[config.mk]
export PLATFORM = sky130hd
export DESIGN_NAME = tx_flit_scheduler
export DESIGN_NICKNAME = d
export VERILOG_FILES = /design/src/rtl/tx_flit_scheduler_pkg.sv /design/src/rtl/tx_flit_scheduler_age.sv /design/src/rtl/tx_flit_scheduler.sv
export SDC_FILE = /design/constraint.sdc
export NUM_CORES = 1
export LEC_CHECK = 0
export ABC_AREA = 1
export BUFFER_PORTS_ARGS = -buffer_cell sky130_fd_sc_hd__buf_2
export CORE_ASPECT_RATIO = 0.5
export CORE_UTILIZATION = 44
export CTS_BUF_LIST = sky130_fd_sc_hd__clkbuf_8
export DETAILED_ROUTE_END_ITERATION = 8
export HOLD_SLACK_MARGIN = 0.02
export PLACE_DENSITY = 0.83
export SLEW_MARGIN = 20
export SYNTH_ARGS = -nofsm -noshare
export SYNTH_HDL_FRONTEND = slang
export SYNTH_SLANG_ARGS = --single-unit
[constraint.sdc]
create_clock -name nocclk -period 1.5 [get_ports nocclk]
set_input_delay 0 -clock nocclk [delete_from_list [all_inputs] [get_ports nocclk]]
set_output_delay 0 -clock nocclk [all_outputs]
set_load 0.05 [all_outputs]
[src/rtl/tx_flit_scheduler_pkg.sv]
// Shared types and constants for the TX flit scheduler.
package tx_flit_scheduler_pkg;

  localparam int FLIT_W   = 64;
  localparam int TX_AGE_W = 8;

  typedef logic [FLIT_W-1:0] flit_t;

  typedef enum logic [1:0] {
    TX_SRC_NONE = 2'd0,
    TX_SRC_ACK  = 2'd1,
    TX_SRC_RETX = 2'd2,
    TX_SRC_FWD  = 2'd3
  } tx_src_t;

  typedef enum logic {
    ST_EMPTY = 1'b0,
    ST_FULL  = 1'b1
  } out_state_t;

endpackage

[src/rtl/tx_flit_scheduler_age.sv]
// Anti-starvation age counter: counts consecutive cycles a source waits
// without being popped, saturating at AGE_LIMIT; urgent once saturated.
module tx_age_counter
  import tx_flit_scheduler_pkg::*;
#(
  parameter int AGE_LIMIT = 16
) (
  input  logic nocclk,
  input  logic rst_n,
  input  logic req_valid,
  input  logic popped,
  output logic urgent
);

  localparam logic [TX_AGE_W-1:0] LIMIT = TX_AGE_W'(AGE_LIMIT);

  logic [TX_AGE_W-1:0] count_reg;

  // Count bypassed cycles; a pop or a dropped request restarts the wait.
  always_ff @(posedge nocclk or negedge rst_n) begin
    if (!rst_n) begin
      count_reg <= '0;
    end else if (!req_valid || popped) begin
      count_reg <= '0;
    end else if (count_reg != LIMIT) begin
      count_reg <= count_reg + 1'b1;
    end
  end

  assign urgent = (count_reg == LIMIT);

endmodule

[src/rtl/tx_flit_scheduler.sv]
// Registered priority arbiter for the inter-device TX port.
// Sources: ack queue, retransmit buffer, forwarded queue. One-entry output
// register. Optional aging enabled by the macro TX_SCHED_AGING_EN.
module tx_flit_scheduler
  import tx_flit_scheduler_pkg::*;
#(
  parameter int AGE_LIMIT = 16
) (
  input  logic    nocclk,
  input  logic    rst_n,
  input  flit_t   ack_flit,
  input  logic    ack_flit_valid,
  output logic    ack_flit_ready,
  input  flit_t   retx_flit,
  input  logic    retx_flit_valid,
  output logic    retx_flit_ready,
  input  flit_t   fwd_flit,
  input  logic    fwd_flit_valid,
  output logic    fwd_flit_ready,
  output flit_t   flit_out,
  output logic    flit_out_valid,
  input  logic    flit_out_ready,
  output tx_src_t flit_out_src
);

  out_state_t state_reg;
  out_state_t state_next;
  tx_src_t    grant;
  flit_t      grant_flit;
  logic       load_en;
  logic       take;
  logic       drain;
  logic       retx_urgent;
  logic       fwd_urgent;

  assign load_en = (state_reg == ST_EMPTY) | (flit_out_valid & flit_out_ready);
  assign drain   = flit_out_valid & flit_out_ready;
  assign take    = load_en & (grant != TX_SRC_NONE);

`ifdef TX_SCHED_AGING_EN
  // Index 0 tracks retx, index 1 tracks fwd.
  logic [1:0] age_valid;
  logic [1:0] age_popped;
  logic [1:0] age_urgent;

  assign age_valid  = {fwd_flit_valid, retx_flit_valid};
  assign age_popped = {fwd_flit_valid & fwd_flit_ready,
                       retx_flit_valid & retx_flit_ready};

  genvar gi;
  generate
    for (gi = 0; gi < 2; gi++) begin : g_age
      tx_age_counter #(
        .AGE_LIMIT (AGE_LIMIT)
      ) u_age (
        .nocclk    (nocclk),
        .rst_n     (rst_n),
        .req_valid (age_valid[gi]),
        .popped    (age_popped[gi]),
        .urgent    (age_urgent[gi])
      );
    end
  endgenerate

  assign retx_urgent = age_urgent[0];
  assign fwd_urgent  = age_urgent[1];
`else
  // Aging compiled out: never true for a legal AGE_LIMIT, so strict priority.
  assign retx_urgent = (AGE_LIMIT == 0);
  assign fwd_urgent  = (AGE_LIMIT == 0);
`endif

  // Priority: urgent fwd > urgent retx > ack > retx > fwd.
  always_comb begin
    grant = TX_SRC_NONE;
    if (fwd_flit_valid && fwd_urgent) begin
      grant = TX_SRC_FWD;
    end else if (retx_flit_valid && retx_urgent) begin
      grant = TX_SRC_RETX;
    end else if (ack_flit_valid) begin
      grant = TX_SRC_ACK;
    end else if (retx_flit_valid) begin
      grant = TX_SRC_RETX;
    end else if (fwd_flit_valid) begin
      grant = TX_SRC_FWD;
    end
  end

  // One-hot ready to the granted source, only when the register can load.
  always_comb begin
    ack_flit_ready  = 1'b0;
    retx_flit_ready = 1'b0;
    fwd_flit_ready  = 1'b0;
    if (rst_n && load_en) begin
      case (grant)
        TX_SRC_ACK:  ack_flit_ready  = 1'b1;
        TX_SRC_RETX: retx_flit_ready = 1'b1;
        TX_SRC_FWD:  fwd_flit_ready  = 1'b1;
        default: ;
      endcase
    end
  end

  // Payload mux for the granted source.
  always_comb begin
    grant_flit = '0;
    case (grant)
      TX_SRC_ACK:  grant_flit = ack_flit;
      TX_SRC_RETX: grant_flit = retx_flit;
      TX_SRC_FWD:  grant_flit = fwd_flit;
      default: ;
    endcase
  end

  // Output register occupancy: fill on a pop, empty on a drain without refill.
  always_comb begin
    state_next = state_reg;
    if (take) begin
      state_next = ST_FULL;
    end else if (drain) begin
      state_next = ST_EMPTY;
    end
  end

  // Occupancy state register.
  always_ff @(posedge nocclk or negedge rst_n) begin
    if (!rst_n) begin
      state_reg <= ST_EMPTY;
    end else begin
      state_reg <= state_next;
    end
  end

  // Held flit and its source tag; untouched while stalled.
  always_ff @(posedge nocclk or negedge rst_n) begin
    if (!rst_n) begin
      flit_out     <= '0;
      flit_out_src <= TX_SRC_NONE;
    end else if (take) begin
      flit_out     <= grant_flit;
      flit_out_src <= grant;
    end else if (drain) begin
      flit_out_src <= TX_SRC_NONE;
    end
  end

  assign flit_out_valid = (state_reg == ST_FULL);

endmodule

* After elaboration in Yosys (flattened, before gate mapping)
Cells that the tools add are included.
** Word-level totals
- Logic and storage cells :: 27
- Register bits after elaboration :: 67
- Output and inout port bits :: 70
- Input port bits :: 198
** Cells by class
- Mux-type cells :: 14
- Reduce and logical (&&, ||, !) cells :: 3
- Bitwise gates (word level) :: 4
- Equal/unequal tests :: 3
** Operators by type and width (number)
- one-hot mux 64 bit (3 select lines) :: 1
- two-way mux 2 bit :: 5
- two-way mux 1 bit :: 8
- equality test 2 bit (second input constant) :: 2
- nonzero test 2 bit :: 2
- bitwise AND 1 bit :: 2
- equality test 2 x 1 -> 1 bit (second input constant) :: 1
- logical AND 1 bit :: 1
- NOT 1 bit :: 1
- OR 1 bit :: 1

* Depth between registers and ports, before layout
Gate-level depths: netlist of run 1.
- Word-level depth :: 6
- Depth in mapped cells :: 7
- Mapped depth without buffers :: 6

* Worst setup path after synthesis of run 1
OpenSTA, ideal clock, no wires.
- Path type :: flip-flop to output port
- From :: register state_reg, in the netlist flit_out_valid
- To :: output port retx_flit_ready
- Path slack :: -0.812 ns
- Path buffers :: 2
- Required time :: 1.500 ns
- Data arrival time :: 2.312 ns
- Cell stages (with the launch flop) :: 6
- Cells stage by stage :: dfrtp_1 > nand2_1 > buf_4 > buf_2 > nand2_1 > nor3_1
** On the way
- Longest elaborated chain between the ends :: 4
- Elaborated cells between the ends (all ways) :: 5
- Those cells by class :: mux: 1; bitwise: 3; reduce/logical: 1
** Ends and longest elaborated chain
- start, declared :: RTL line tx_flit_scheduler.sv:26 : out_state_t state_reg;
- start signal, assigned :: RTL line tx_flit_scheduler.sv:130 : state_reg <= state_next;
- bitwise AND 1 bit or NOT 1 bit (tied branches) :: RTL line tx_flit_scheduler.sv:36 : assign load_en = (state_reg == ST_EMPTY) | (flit_out_valid & flit_out_ready);
- OR 1 bit (*) :: RTL line tx_flit_scheduler.sv:36
- logical AND 1 bit (*) :: RTL line tx_flit_scheduler.sv:94 : if (rst_n && load_en) begin
- two-way mux 1 bit (*) :: RTL line tx_flit_scheduler.sv:94
- end, declared :: RTL line tx_flit_scheduler.sv:16 : output logic retx_flit_ready,
Mark *: on every way between the ends. The rest lies on a longest branch, timed or not.

* Final worst setup path of run 1
Same ends and word-level chain as after synthesis.

==> key figures, run 1 <==
Detailed routing
  – Detail Route Antenna Nets: 0
  – WL per Instance: 14.9 µm
  – Final WL: 16700 µm
  – Initial DRC Count: around 520
  – Via count: 5776
  – Vias per Instance: roughly 5.2
  – DRC: 0
  – Drt pass-1 iters: 5

Pwr
  – Static Leak: 3.80 nW
  – Power density over the cells: 949 nW/µm²
  – Peak VDD IR: about 630 µV
  – Total Power: 6.45 mW

Synthesis
  – Async set-reset flop share out of synthesis: 1.00
  – Most common cell in the synthesized netlist: nor2_1
  – Post-synth cell types: 15
  – Post-Syn Nets: 841
  – Post-Synth XOR/XNOR Area: 0
  – Mapped Cells: 643
  – Synthesized area per cell: roughly 6.3 µm²
  – Main synth FF type: dfrtp_1
  – Mapped Area: 4060 µm²
  – Synth warnings: 0
  – Post-synth top area share: 0.413
  – Compound-Gate Fraction of Synth Area: 0.0801
  – Simple-gate share of the synthesized area: 0.398
  – Most common library cells after synthesis: nor2_1, nand2_1, dfrtp_1, nand3_1, inv_1
  – Largest family of logic cells by synthesized area: simple AND/OR/NAND/NOR gates
  – Multiplexer share of the synthesized area: 0
  – Number of flops mapped to enable cells by yosys: 0
  – Synthesized flop and latch total: 67
  – Cell taking the most area after synthesis: dfrtp_1
  – Sequential fraction of the synthesis area: 0.413
  – Post-Synth Adder-Cell Area: 0
  – Top cells by area, synth: dfrtp_1, nor2_1, nand2_1

Floorplanning
  – Core ar.: 8830 µm²
  – Cell Rows: 24
  – Starting density of the core: 0.460
  – Top-Level Pins: 268
  – Die X-Extent: 138 µm
  – Die area: 9640 µm²
  – Chip height: approximately 70 µm

Worst setup path
  – Worst r2r dst: flit_out[4]
  – Worst setup EP type: primary output
  – Cells on worst reg2reg path: 5
  – CP Data Required Time: 1500 ps
  – FF-to-FF Start: flit_out_valid
  – Reg2Reg Setup Slack: 80 ps
  – Arr. time, crit path: ~1400 ps
  – Worst Setup Start Kind: flip-flop
  – CP max FO: 12
  – Crit Path Category: reg -> out

Timing
  – Final hold vios: 0
  – Final Setup Violations: 0
  – Setup tns final: 0 ps
  – RSZ-0062 raised after global routing: false
  – Tcrit/Tclk final: 0.948
  – Worst-margin pin slew: between 400 and 500 ps
  – Final Slew Violations: 0
  – Worst Skew: 13.2 ps
  – Final Critical Period: 1420 ps
  – WHS: approximately 32 ps
  – Max transition margin: 0.720
  – Fmax: 703 MHz

Flow run
  – Max Cap Viol: 0

Layout
  – # fillers: 705
  – Post-route cell area: between 6000 and 7000 µm²
  – Register area: 1680 µm²
  – Final Non-Filler Cells: 1116
  – Inserted Diodes: 0
  – Footprint of the multi-input gates: 2000 µm²
  – Nets: about 1.2k
  – Share of cells above drive strength 1: 0.310
  – Area added between synthesis and finish: 67.3%

Global routing
  – First-pass GRT wire length: 25700 µm
  – All-layer global routing usage: 0.349
  – Initial antenna violation count: 0
  – Vias in the first global route: 5513
  – Grt met1 use: 0.374
  – Met3 Use GR: 0.0842
  – GR Overflow Total: 0
  – GRT busiest layer: met2
  – Largest net degree at the start of global routing: 68
  – Met2 track demand over resource: 0.602

Clock tree
  – Post-CTS Setup Inserts: 0
  – Clk Tree Root Cell: clkbuf_8
  – Max H-tree Level: 3
  – Clock transition at the registers of the reported paths: around 80 ps
  – Clock latency on the worst-skew pair: 340 ps
  – Sink Count: 67
  – TritonCTS clock tree: built
  – Total CTS buffers: 9
  – Clk buf depth: 2

Placement
  – HPWL after DPL: between 9000 and 10000 µm
  – Placed insts: 1001
  – Gpl congestion: 0.884
  – Placed Area: around 5600 µm²
  – I/O Buffers: 267

Outcome
  – Outcome: completed

Hold path
  – Worst hold start: ack_flit[49]
  – Worst hold stages: 5
  – WHS Endpoint: flit_out[49]
  – Worst Hold Class: in -> reg
==> worst max-delay path, stage by stage (launching register included) <==
cell	delay, ps
dfrtp_2	430
nand2_4	120
buf_12	160
nand2_8	70
nor3_4	110
buf_6	170
==> cell families (layout without fill, tap and decap cells) <==
logic type / after synthesis / after routing
flops: 67 / 67
simple gates: 403 / 403
buf+inv: 108 / 464
compound gates: 65 / 65
==> routing by layer <==
metal  routed length (µm)  part of all wire  up-vias
met5                    0                 0        -
met4                 1170             0.070        0
met3                 1280             0.077      120
met2                 8260              0.50      386
met1                 5970              0.36     2599
li1                     -                 -     2671
==> layout by cell type (no fill, tap or decap) <==
cell type	instances
nand2_2	3
dfrtp_2	1
clkinv_2	4
nand2_4	1
o21ai_0	1
clkbuf_8	9
nor3_4	1
buf_2	263
nand2_1	134
nand3_2	1
buf_6	1
dfrtp_1	66
clkbuf_16	1
nand2_8	1
nor2_4	4
inv_1	67
nor2_1	192
buf_12	7
inv_4	1
inv_2	2
dlygate4sd3_1	99
a21oi_1	64
buf_4	10
nand3_1	66
==> what timing repair did <==
action	4_1_cts	5_1_grt
hold endpoints to repair	133	1
cloned	0	1
setup endpoints to repair	3	15
hold buffers	98	1
pin swaps	0	1
resized for setup	8	4
==> how the worst max path moves through the flow <==
| stage | start | to | slack [ps] |
|---|---|---|---|
| floorplan | flit_out_valid | retx_flit_ready | 5 |
| global placement | flit_out_valid | retx_flit_ready | 170 |
| detailed placement | flit_out_valid | retx_flit_ready | 140 |
| CTS | flit_out_valid | retx_flit_ready | 10 |
| global route | flit_out_valid | retx_flit_ready | 4 |
| finish | flit_out_valid | retx_flit_ready | 80 |
==> layout make-up <==
type                       instances  share of cell area
clock buffer                       9              0.0182
clock inverter                     6             0.00405
inverter                          68              0.0379
multi-input combinational        468               0.295
sequential                        67               0.247
tap                              117              0.0216
timing repair buffer             381               0.377
==> flip-flops by register name, summed over array words and instances, names as in the netlist <==
signal,cells
flit_out,64
flit_out_src,2
flit_out_valid,1
==> per-stage QoR <==
step	setup slack (ps)	util
6_report	77.9	0.769
5_1_grt	3.58	0.769
4_1_cts	12.4	0.763
3_5_place_dp	137	0.632
3_3_place_gp	166	0.632
2_1_floorplan	4.82	-
==> report_power, final <==
part,switching (mW),internal [mW]
clock network,0.672,0.567
registers,0.165,2.11
logic,2.01,0.922
total,2.85,3.60
Note: power is estimated with default switching activity, not from simulation.
==> run 2: changes to the inputs <==
--- a/config.mk
+++ b/config.mk
@@ -9,7 +9,7 @@
 export BUFFER_PORTS_ARGS = -buffer_cell sky130_fd_sc_hd__buf_2
 export CORE_ASPECT_RATIO = 0.5
 export CORE_UTILIZATION = 44
-export CTS_BUF_LIST = sky130_fd_sc_hd__clkbuf_8
+export CTS_BUF_LIST = sky130_fd_sc_hd__clkbuf_4 sky130_fd_sc_hd__clkbuf_8
 export DETAILED_ROUTE_END_ITERATION = 8
 export HOLD_SLACK_MARGIN = 0.02
 export PLACE_DENSITY = 0.83
==> run 2 against run 1 <==
Effect of this change: count of clock-buffer cells in the layout grew 2; worst setup slack gained 4.8 ps; total power is 0.74% higher; via count down 0.68%; non-clock buffer count grew 1; sequential power about the same; largest power group unchanged.
==> key figures, run 2 (synthesized netlist as in run 1, its figures left out) <==
Clock tree
  – Clock latency on the worst-skew pair: 350 ps (about the same)
  – Total CTS buffers: 9 (unchanged)
  – TritonCTS clock tree: built
  – Clk buf depth: 2 (unchanged)
  – Max H-tree Level: 3 (unchanged)
  – Clk Tree Root Cell: clkbuf_8
  – Clock transition at the registers of the reported paths: 80 ps (about the same)
  – Sink Count: 67 (unchanged)

Global routing
  – Vias in the first global route: 5445 (-1.2%)
  – GR Overflow Total: 0 (unchanged)
  – GRT busiest layer: met2
  – Initial antenna violation count: 0 (unchanged)
  – First-pass GRT wire length: 25600 µm (-0.22%)
  – Met2 track demand over resource: 0.609 (+0.00722)
  – Largest net degree at the start of global routing: 68 (unchanged)
  – All-layer global routing usage: 0.347 (-0.00184)
  – Grt met1 use: 0.379 (+0.00487)
  – Met3 Use GR: 0.0675 (-0.0167)

Detailed routing
  – Initial DRC Count: 420 (-19%)
  – DRC: 0 (unchanged)
  – Vias per Instance: 5.14 (-0.76%)
  – Drt pass-1 iters: 5 (unchanged)
  – WL per Instance: 14.9 µm (-0.59%)
  – Final WL: 16600 µm (-0.50%)
  – Detail Route Antenna Nets: 0 (unchanged)
  – Via count: 5737 (-0.68%)

Layout
  – Reg with most FFs: flit_out
  – Share of cells above drive strength 1: 0.313 (+0.00269)
  – Nets: 1194 (+0.084%)
  – Most frequent cells in the layout: buf_2, nor2_1, nand2_1
  – Final Non-Filler Cells: 1117 (+0.090%)
  – Max reg flops: 64 (unchanged)
  – Inserted Diodes: 0 (unchanged)
  – Area added between synthesis and finish: 67.4% (about the same)
  – Post-route cell area: 6800 µm² (about the same)
  – Commonest non-fill, non-tap cell in the layout: buf_2

Pwr
  – Total Power: 6.50 mW (+0.74%)
  – Power density over the cells: 955 nW/µm² (+0.65%)
  – Peak VDD IR: 633 µV (+0.14%)
  – Static Leak: 3.81 nW (+0.12%)

Timing
  – Final Setup Violations: 0 (unchanged)
  – Max transition margin: 0.717 (-0.00360)
  – Tcrit/Tclk final: 0.945 (-0.00319)
  – Fmax: 706 MHz (+0.34%)
  – Worst-margin pin slew: 425 ps (+5.40 ps)
  – Final Slew Violations: 0 (unchanged)
  – Setup tns final: 0 ps (unchanged)
  – RSZ-0062 raised after global routing: false
  – Final hold vios: 0 (unchanged)
  – Worst Skew: 13.5 ps (+0.225 ps)
  – Final Critical Period: 1420 ps (-4.78 ps)

Worst setup path
  – Worst setup EP type: primary output
  – CP Data Required Time: 1500 ps (about the same)
  – Arr. time, crit path: 1420 ps (about the same)
  – FF-to-FF Start: flit_out_valid
  – Reg2Reg Setup Slack: 110 ps (+30 ps)
  – CP Capture Point: retx_flit_ready
  – Worst r2r dst: flit_out[4]
  – Crit Path Category: reg -> out
  – Critical Path Start: flit_out_valid
  – Cells on worst reg2reg path: 5 (unchanged)
  – Worst Setup Start Kind: flip-flop
  – CP max FO: 12 (unchanged)

Placement
  – HPWL after DPL: 9820 µm (unchanged)
  – Placed insts: 1001 (unchanged)
  – Placed Area: 5580 µm² (unchanged)
  – I/O Buffers: 267 (unchanged)
  – Gpl congestion: 0.884 (unchanged)

Floorplanning
  – Chip height: 69.9 µm (unchanged)
  – Die X-Extent: 138 µm (unchanged)
  – Die area: 9640 µm² (unchanged)
  – Core ar.: 8830 µm² (unchanged)
  – Top-Level Pins: 268 (unchanged)
  – Starting density of the core: 0.460 (unchanged)
  – Cell Rows: 24 (unchanged)

Flow run
  – Max Cap Viol: 0 (unchanged)

Outcome
  – Outcome: completed

Hold path
  – Worst Hold Class: in -> reg
run 2: cell count changes in the layout (fill, tap and decap cells not counted), sizes merged:
| cell | previous run | this run |
|---|---|---|
| clkbuf | 10 | 12 |
| inv | 70 | 68 |
| buf | 281 | 282 |
run 2: final cells by class:
class,count,area (µm²)
Clock inverter,4,20.0
Clock buffer,11,139
Timing Repair Buffer,382,2570
Inverter,68,258
Fill cell,701,2030
Tap cell,117,146
Sequential cell,67,1680
Multi-Input combinational cell,468,1990
run 2: critical path, cell delays in order, from the launching register on:
cell     delay, ps
dfrtp_2        430
nand2_4        100
buf_12         150
nand2_4         90
nor3_4         120
buf_6          170
run 2: worst min path at each step:
stage | startpoint | cells after the start | endpoint
floorplan | rst_n | 0 | flit_out[0]
global placement | rst_n | 2 | flit_out[14]
detailed placement | rst_n | 2 | flit_out[8]
CTS | fwd_flit[3] | 5 | flit_out[3]
global route | fwd_flit[8] | 5 | flit_out[8]
finish | ack_flit[49] | 5 | flit_out[49]
run 2: power by group:
part	internal (mW)	total [mW]	switching, mW
logic	0.923	2.94	2.01
clock network	0.616	1.29	0.670
registers	2.11	2.27	0.164
total	3.65	6.50	2.85
run 2: per-layer routing:
layer  vias up  routed length (µm)
met5         -                   0
met4         0                1090
met3       110                1270
met2       355                8240
met1      2599                6000
li1       2673                   -
run 2: timing repair:
action,in CTS,in global routing
endpoints found under the setup margin,3,15
hold endpoints to repair,133,0
resized for setup,8,3
hold buffers,99,0
pin swaps,0,1
buffers inserted,0,1
gates cloned,0,1
run 2: through the flow:
stage	hold WS [ps]	worst slack, ps	utilization
3_5_place_dp	96.8	137	0.632
3_3_place_gp	98.9	166	0.632
2_1_floorplan	-296	4.82	-
4_1_cts	20.2	11.1	0.765
6_report	31.3	82.7	0.770
5_1_grt	23.2	14.7	0.770
==> run 3: changes to the inputs <==
==> constraint.sdc (replaced) <==
create_clock -name nocclk -period 1.5 [get_ports nocclk]
set_input_delay 0.3 -clock nocclk [delete_from_list [all_inputs] [get_ports nocclk]]
set_output_delay 0.3 -clock nocclk [all_outputs]
set_load 0.05 [all_outputs]
==> run 3 against run 2 <==
Effect of this change: the flow now finishes with violations (setup timing); flip-flop and latch count unchanged; worst setup slack got worse by 120 ps; design area decreased by 13%; combinational power decreased by 8.5%; critical path depth decreased by 1; first-iteration DRC count decreased by 21%; core utilization decreased by 10 points; total power decreased by 0.20%; wire length decreased by 19%; hold slack improved by 160 ps; via count decreased by 12%.
==> key figures, run 3 (synthesized netlist as in run 1, its figures left out) <==
Outcome
  – Outcome: finished with violations
  – Failing checks: setup timing

Global routing
  – Vias in the first global route: 4614 (-15%)
  – Met3 Use GR: 0.0574 (-0.0102)
  – GRT busiest layer: met2
  – All-layer global routing usage: 0.277 (-0.0699)
  – Grt met1 use: 0.325 (-0.0546)
  – Largest net degree at the start of global routing: 68 (unchanged)
  – Initial antenna violation count: 0 (unchanged)
  – GR Overflow Total: 0 (unchanged)
  – Met2 track demand over resource: 0.486 (-0.124)
  – First-pass GRT wire length: 21000 µm (-18%)

Clock tree
  – Max H-tree Level: 3 (unchanged)
  – TritonCTS clock tree: built
  – Total CTS buffers: 9 (unchanged)
  – Clk buf depth: 2 (unchanged)
  – Clock transition at the registers of the reported paths: 80 ps (about the same)
  – Clock latency on the worst-skew pair: 340 ps (about the same)
  – Sink Count: 67 (unchanged)
  – Clk Tree Root Cell: clkbuf_8

Floorplanning
  – Die area: 9640 µm² (unchanged)
  – Starting density of the core: 0.460 (unchanged)
  – Chip height: 69.9 µm (unchanged)
  – Top-Level Pins: 268 (unchanged)
  – Die X-Extent: 138 µm (unchanged)
  – Cell Rows: 24 (unchanged)
  – Core ar.: 8830 µm² (unchanged)

Layout
  – Final Non-Filler Cells: 1021 (-8.6%)
  – Nets: 1097 (-8.1%)
  – Max reg flops: 64 (unchanged)
  – Share of cells above drive strength 1: 0.348 (+0.0355)
  – Post-route cell area: 5900 µm² (-13%)
  – Area added between synthesis and finish: 45.2%
  – Most frequent cells in the layout: buf_2, nor2_1, nand2_1
  – Commonest non-fill, non-tap cell in the layout: buf_2
  – Inserted Diodes: 0 (unchanged)
  – Reg with most FFs: flit_out

Worst setup path
  – CP Data Required Time: 1200 ps (-300 ps)
  – Worst setup EP type: primary output
  – Arr. time, crit path: 1240 ps (-180 ps)
  – CP max FO: 3 (-9)
  – Crit Path Category: reg -> out
  – Reg2Reg Setup Slack: 100 ps (about the same)
  – Worst Setup Start Kind: flip-flop

Pwr
  – Power share of the clock group: 0.235 (+0.037)
  – Peak VDD IR: 610 µV (-3.7%)
  – Static Leak: 3.42 nW (-10%)
  – Logic pwr share: 0.416 (-0.036)
  – Int Power: 3.68 mW (+0.95%)
  – Switch share: 0.432 (-0.00644)
  – Switching pwr: 2.80 mW (-1.7%)
  – Power density over the cells: 1100 nW/µm² (+15%)
  – Flop pwr share: 0.349 (about the same)

Detailed routing
  – DRC: 0 (unchanged)
  – Initial DRC Count: 330 (-21%)
  – Drt pass-1 iters: 5 (unchanged)
  – Detail Route Antenna Nets: 0 (unchanged)
  – Final WL: 13500 µm (-19%)
  – WL per Instance: 13.2 µm (-11%)
  – Via count: 5030 (-12%)
  – Vias per Instance: 4.93 (-4.1%)

Timing
  – Final Slew Violations: 0 (unchanged)
  – RSZ-0062 raised after global routing: true
  – Final Setup Violations: 1 (+1)
  – Setup ws final: -39.8 ps (-123 ps)
  – Fmax: 649 MHz (-8.0%)
  – Final Critical Period: 1540 ps (+123 ps)
  – Worst-margin pin slew: 368 ps (-57.3 ps)
  – Tcrit/Tclk final: 1.03 (+0.0817)
  – Final hold vios: 0 (unchanged)
  – Worst Skew: 9.21 ps (-4.24 ps)
  – Max transition margin: 0.755 (+0.0382)

Placement
  – I/O Buffers: 267 (unchanged)
  – Gpl congestion: 0.898 (+1.6%)
  – Placed insts: 1001 (unchanged)
  – HPWL after DPL: 9500 µm (-3.2%)
  – Placed Area: 5610 µm² (+0.56%)

Flow run
  – Max Cap Viol: 0 (unchanged)

Hold path
  – Worst Hold Class: in -> reg
## run 3: changes by cell type in the layout (fill, tap and decap cells not counted), sizes merged
cell,before,now
bufinv,0,1
clkinvlp,0,1
dlygate4sd3,99,1
buf,282,283
clkbuf,12,11
## run 3: cell type report
cell class                      count  area (µm²)
Timing Repair Buffer              285        1610
Inverter                           68         258
Clock buffer                       10         138
Tap cell                          117         146
Fill cell                         805        2930
Clock inverter                      6        65.1
Sequential cell                    67        1680
Multi-Input combinational cell    468        2000
## run 3: through the flow
stage | worst slack, ps | setup TNS, ps | power (mW) | hold WS (ps) | util
3_5_place_dp | -15.4 | -99.3 | 4.95 | 395 | 0.635
4_1_cts | -80.1 | -158 | 6.51 | 168 | 0.664
5_1_grt | -87.4 | -160 | 6.83 | 178 | 0.668
3_3_place_gp | 42.5 | 0 | 4.90 | 392 | 0.635
6_report | -39.8 | -39.8 | 6.48 | 192 | 0.668
2_1_floorplan | -164 | -196 | 4.10 | 4.41 | -
## run 3: routing by layer
| metal | share of wire | routed length, µm | vias to the layer above |
|---|---|---|---|
| met2 | 0.50 | 6730 | 225 |
| met3 | 0.077 | 1040 | 31 |
| met4 | 0.024 | 320 | 0 |
| met1 | 0.40 | 5380 | 2294 |
| met5 | 0 | 0 | - |
| li1 | - | - | 2480 |
## run 3: worst paths after layout
| kind | end | start | cells past startpoint |
|---|---|---|---|
| min in group asynchronous | flit_out[25] | rst_n | 3 |
| setup reg to reg | flit_out[12] | flit_out_valid | 6 |
| hold / removal | flit_out[38] | retx_flit[38] | 3 |
| hold reg to reg | flit_out_src[0] | flit_out_src[0] | 2 |
| max in group asynchronous | flit_out[54] | rst_n | 3 |
| setup / recovery | retx_flit_ready | flit_out_valid | 4 |
## run 3: worst max-delay path, stage by stage, from the launching register on
cell	delay, ps
dfrtp_2	430
nand2_4	90
nand2_8	70
nor3_4	120
buf_6	180
## run 3: repair_timing
action	CTS	global route
pin swaps	2	2
resized for setup	7	4
buffers inserted	2	0
setup endpoints to repair	3	31
hold buffers	1	0
endpoints found under the hold margin	37	0
cloned	0	1
## run 3: power groups by stage
stage	Clock, mW	Combinational, mW	Sequential, mW
3_3_place_gp	0	2.61	2.29
5_1_grt	1.65	2.88	2.30
2_1_floorplan	0	0.731	3.37
4_1_cts	1.57	2.67	2.26
6_report	1.52	2.69	2.27
3_5_place_dp	0	2.65	2.29
